**src/rtl/mul_pkg.sv**
```systemverilog
// Shared definitions for the shift-and-add multiplier: controller state encoding
// and a small output bundle reused by the datapath bench and debug logic.
package mul_pkg;

  typedef enum logic [1:0] {
    S0 = 2'd0,  // idle, waiting for St
    S1 = 2'd1,  // test multiplier bit: add or shift
    S2 = 2'd2,  // shift after an add
    S3 = 2'd3   // done
  } mul_state_e;

  localparam int unsigned StateWidth = 2;

  typedef struct packed {
    logic load;
    logic ad;
    logic sh;
    logic done;
  } mul_ctrl_t;

  localparam mul_ctrl_t CtrlIdle = '{load: 1'b0, ad: 1'b0, sh: 1'b0, done: 1'b0};

  // Ad and Sh share the accumulator write port, so they must never coincide.
  function automatic logic ctrl_legal(mul_ctrl_t c);
    return !(c.ad && c.sh);
  endfunction

endpackage

```
**src/rtl/mul_control.sv**
```systemverilog
// Control FSM for a sequential shift-and-add multiplier: registered state,
// Mealy outputs decoded from the state and the current St/M/K inputs.
module mul_control
  import mul_pkg::*;
(
  input  logic       Clk,
  input  logic       Reset,
  input  logic       St,
  input  logic       M,
  input  logic       K,
  output logic       Load,
  output logic       Ad,
  output logic       Sh,
  output logic       Done,
  output logic [1:0] State
);

  mul_state_e state_q, state_d;
  mul_ctrl_t  ctrl;

  always_ff @(posedge Clk) begin
    if (!Reset) begin
      state_q <= S0;
    end else begin
      state_q <= state_d;
    end
  end

  always_comb begin
    state_d = state_q;
    ctrl    = CtrlIdle;
    // Outputs stay quiet for the whole reset cycle so an aborted run never pulses Done.
    if (Reset) begin
      case (state_q)
        S0: begin
          ctrl.load = St;
          if (St) state_d = S1;
        end
        S1: begin
          if (M) begin
            ctrl.ad = 1'b1;
            state_d = S2;
          end else begin
            ctrl.sh = 1'b1;
            if (K) state_d = S3;
          end
        end
        S2: begin
          ctrl.sh = 1'b1;
          state_d = K ? S3 : S1;
        end
        S3: begin
          ctrl.done = 1'b1;
          state_d   = S0;
        end
        default: begin
          state_d = S0;
        end
      endcase
    end
  end

  assign Load  = ctrl.load;
  assign Ad    = ctrl.ad;
  assign Sh    = ctrl.sh;
  assign Done  = ctrl.done;
  assign State = state_q;

endmodule

```
**config.mk**
```make
export PLATFORM = sky130hd
export DESIGN_NAME = mul_control
export DESIGN_NICKNAME = d
export VERILOG_FILES = /design/src/rtl/mul_pkg.sv /design/src/rtl/mul_control.sv
export SDC_FILE = /design/constraint.sdc
export NUM_CORES = 1
export LEC_CHECK = 0
export ABC_AREA = 1
export BUFFER_PORTS_ARGS = -buffer_cell sky130_fd_sc_hd__buf_2
export CORE_AREA = 4 4 41 43
export CTS_BUF_LIST = sky130_fd_sc_hd__clkbuf_2
export CTS_CLUSTER_SIZE = 12
export DETAILED_ROUTE_END_ITERATION = 12
export DIE_AREA = 0 0 45 47
export PLACE_DENSITY = 0.36
export SYNTH_ARGS = -nofsm -noshare
export SYNTH_HDL_FRONTEND = slang
export SYNTH_SLANG_ARGS = --single-unit
```
**constraint.sdc**
```tcl
create_clock -name Clk -period 1.6 [get_ports Clk]
set_clock_uncertainty 0.05 [all_clocks]
set_input_delay 0.08 -clock Clk [delete_from_list [all_inputs] [get_ports Clk]]
set_output_delay 0.08 -clock Clk [all_outputs]
set_load 0.01 [all_outputs]
```
==> results.toml <==
[global_routing]
grt_pass1_vias = 213
grt_max_degree = 7
antenna_found_initial = 0
grt_pass1_wl_um = 848
grt-ovfl-total = 0
grt_usage_pct = 6.309

[timing]
max_slew_margin_pct = 87.84
rsz0062_at_grt = "no"
fin_setup_tns_ns = 0
timing.fmax_ghz = 0.7012
worst_slew_pin_slew_ns = 0.1822
fin_crit_sh_pct = 89.13
hold_viol = 0
setup_viol = 0
layout_min_cycle_time_ns = 1.426
timing.final.ws_setup_ns = 0.1738
maxSlewViolCount = 0

[placed_design]
hpwlAfterDp_um = 418.3
place_congestion = 0.6791
pre_cts_ws_ns = 0.3688
numPortBuffers = 10
place_area_um2 = 290.3

[clocking]
cts_setup_buffers = 0
clockBufferDepth = 2
cts_resized = 0
clkSinkCount = 2
cts_tree = "done"
cts_root_buffer = "clkbuf_2"
cts_buffers = 3
clk_pin_slew_ns = 0.04
h-tree-depth = 1
hold_buffers = 0
clock_latency_ns = 0.20

[logic_synthesis]
ys.flop_type = "dfxtp_1"
synthCells = 36
synthTopCellsByArea = "ha_1 28%, nand2_1 19%, dfxtp_1 18%"
synth.most_common_cell = "nand2_1"
synth_compound_area_share_pct = 4.520
ys_warn_count = 0
synth-simple-area-share_pct = 38.98
synthMuxAreaShare_pct = 0
yosysTopAreaCellShare_pct = 28.25
async_flop_share_pct = 0
syn-cell-area_um2 = 221.5
syn-num-nets = 46
ys_types = 10
ys_seq_elements = 2
synth-seq-area-share_pct = 18.08
synth_top_family_by_area = "simple AND/OR/NAND/NOR gates"
avgSynthCellArea_um2 = 6.152
synth-xor-area-share_pct = 0
synth_top_cell_by_area = "ha_1"
yosys.area_share.adder_pct = 28.25
synth_edf_count = 0
synthTopCellsByCount = "11 x nand2_1, 7 x nor2_1, 6 x inv_1"

[power_and_ir_drop]
power_density_mw_per_mm2 = 1235
vdd_ir_drop_max_mv = 0.4317
p_leak_nw = 0.1876

[route]
drt-initial-drc-count = 5
routed_via_density = 3.891
drc = 0
num_vias = 249
drt-total-wl_um = 538
drtAntennaViolNets = 0
post_drt_wl_per_cell_um = 8.406
dr.pass1.iters = 4

[layout]
final_nets = 61
postLayoutCellArea_um2 = 305.3
seq_area_um2 = 40.04
final_core_util_pct = 23.46
diodes = 0
area_growth_pct = 37.85
drive_gt1_share_pct = 28.57
nFillCells = 161
largest_reg_flops = 2
multiInputGateArea_um2 = 158.9

[setup_path]
crit_path_max_fanout = 6
critPathLaunchType = "register"
worstPathRequired_ns = 1.47
critPathArrivalTime_ns = 1.30
path_class = "register to output pin"
cp_slowest_cell = "dfxtp_1"
crit_path_end_kind = "output pin"
max_stage_delay_ns = 0.40
critical_path.cell_chain = "inv_1, ha_1, nand2_1, a21oi_1, buf_2"

[status]
status = "complete, no violations"

[floorplan]
die_area_mm2 = 0.002115
rows = 13
die_y_um = 47
core_mm2 = 0.001301
start_util_pct = 17.02
io-pin-count = 11
die_w_um = 45

[job]
max_cap_viol_count = 0

[worst_hold_path]
worst_hold_path_type = "input port to register"
[layout by cell type, fill, tap and decap left out]
cell | synthesis | layout
nor2_1 | 7 | 7
clkbuf_2 | 0 | 3
buf_2 | 0 | 10
nand3b_1 | 1 | 1
nand2_1 | 11 | 11
nand2_2 | 1 | 1
a21oi_1 | 1 | 1
ha_1 | 5 | 5
inv_1 | 6 | 6
dfxtp_1 | 2 | 2
nand3_1 | 1 | 1
o21ai_0 | 1 | 1
[worst paths after layout]
check                              from                    end  slack [ns]  depth (start not counted)
setup / recovery  State[1]$_SDFFE_PN0P_                     Sh        0.17                          5
hold reg to reg   State[0]$_SDFFE_PN0P_  State[0]$_SDFFE_PN0P_        0.62                          4
setup reg to reg  State[1]$_SDFFE_PN0P_  State[0]$_SDFFE_PN0P_        0.37                          6
hold / removal                    Reset  State[1]$_SDFFE_PN0P_        0.13                          3
[power by group]
group | leakage (nW) | switching (W) | internal [W] | total (W)
logic | 0.158 | 0.000122 | 0.0000835 | 0.000205
clock network | 0.0125 | 0.0000319 | 0.0000501 | 0.0000819
registers | 0.0166 | 0.0000220 | 0.0000678 | 0.0000897
[kinds of logic (layout without fill, tap and decap cells)]
kind of cell,count (synthesis),after routing
compound gates,2,2
fa+ha+maj,5,5
buf+inv,6,19
flops,2,2
simple gates,21,21
[metal layers]
layer | part of all wire, % | track usage (%) | vias to the layer above
li1 | - | - | 135
met1 | 47 | 7.240 | 100
met2 | 41 | 7.627 | 14
met3 | 12 | 4.598 | 0
met4 | 0 | 5.263 | 0
met5 | 0 | 0 | -
[critical path: cells and delay by family, from the launching register on]
kind                     cells  cell delay, ns
adder cells (fa/ha/maj)      1            0.29
flip-flops                   1            0.40
buffers and inverters        2            0.26
AND/OR/NAND/NOR              1            0.04
AO/OA/AOI/OAI                1            0.10
[area by class of cell]
| cell class | count | area share (%) |
|---|---|---|
| Timing Repair Buffer | 10 | 16.39 |
| Multi-Input combinational cell | 28 | 52.05 |
| Tap cell | 15 | 6.148 |
| Sequential cell | 2 | 13.11 |
| Clock buffer | 3 | 4.918 |
| Inverter | 6 | 7.377 |
[stage by stage]
step / hold slack, ns / cells / power (W)
after floorplan: 0.1505 / 36 / 0.0002353
after global placement: 0.3321 / 61 / 0.0003086
after detailed placement: 0.3294 / 61 / 0.0003001
after CTS: 0.1140 / 64 / 0.0003894
after global routing: 0.1160 / 64 / 0.0004269
final: 0.1273 / 64 / 0.0003771
Note: power is estimated with default switching activity, not from simulation.
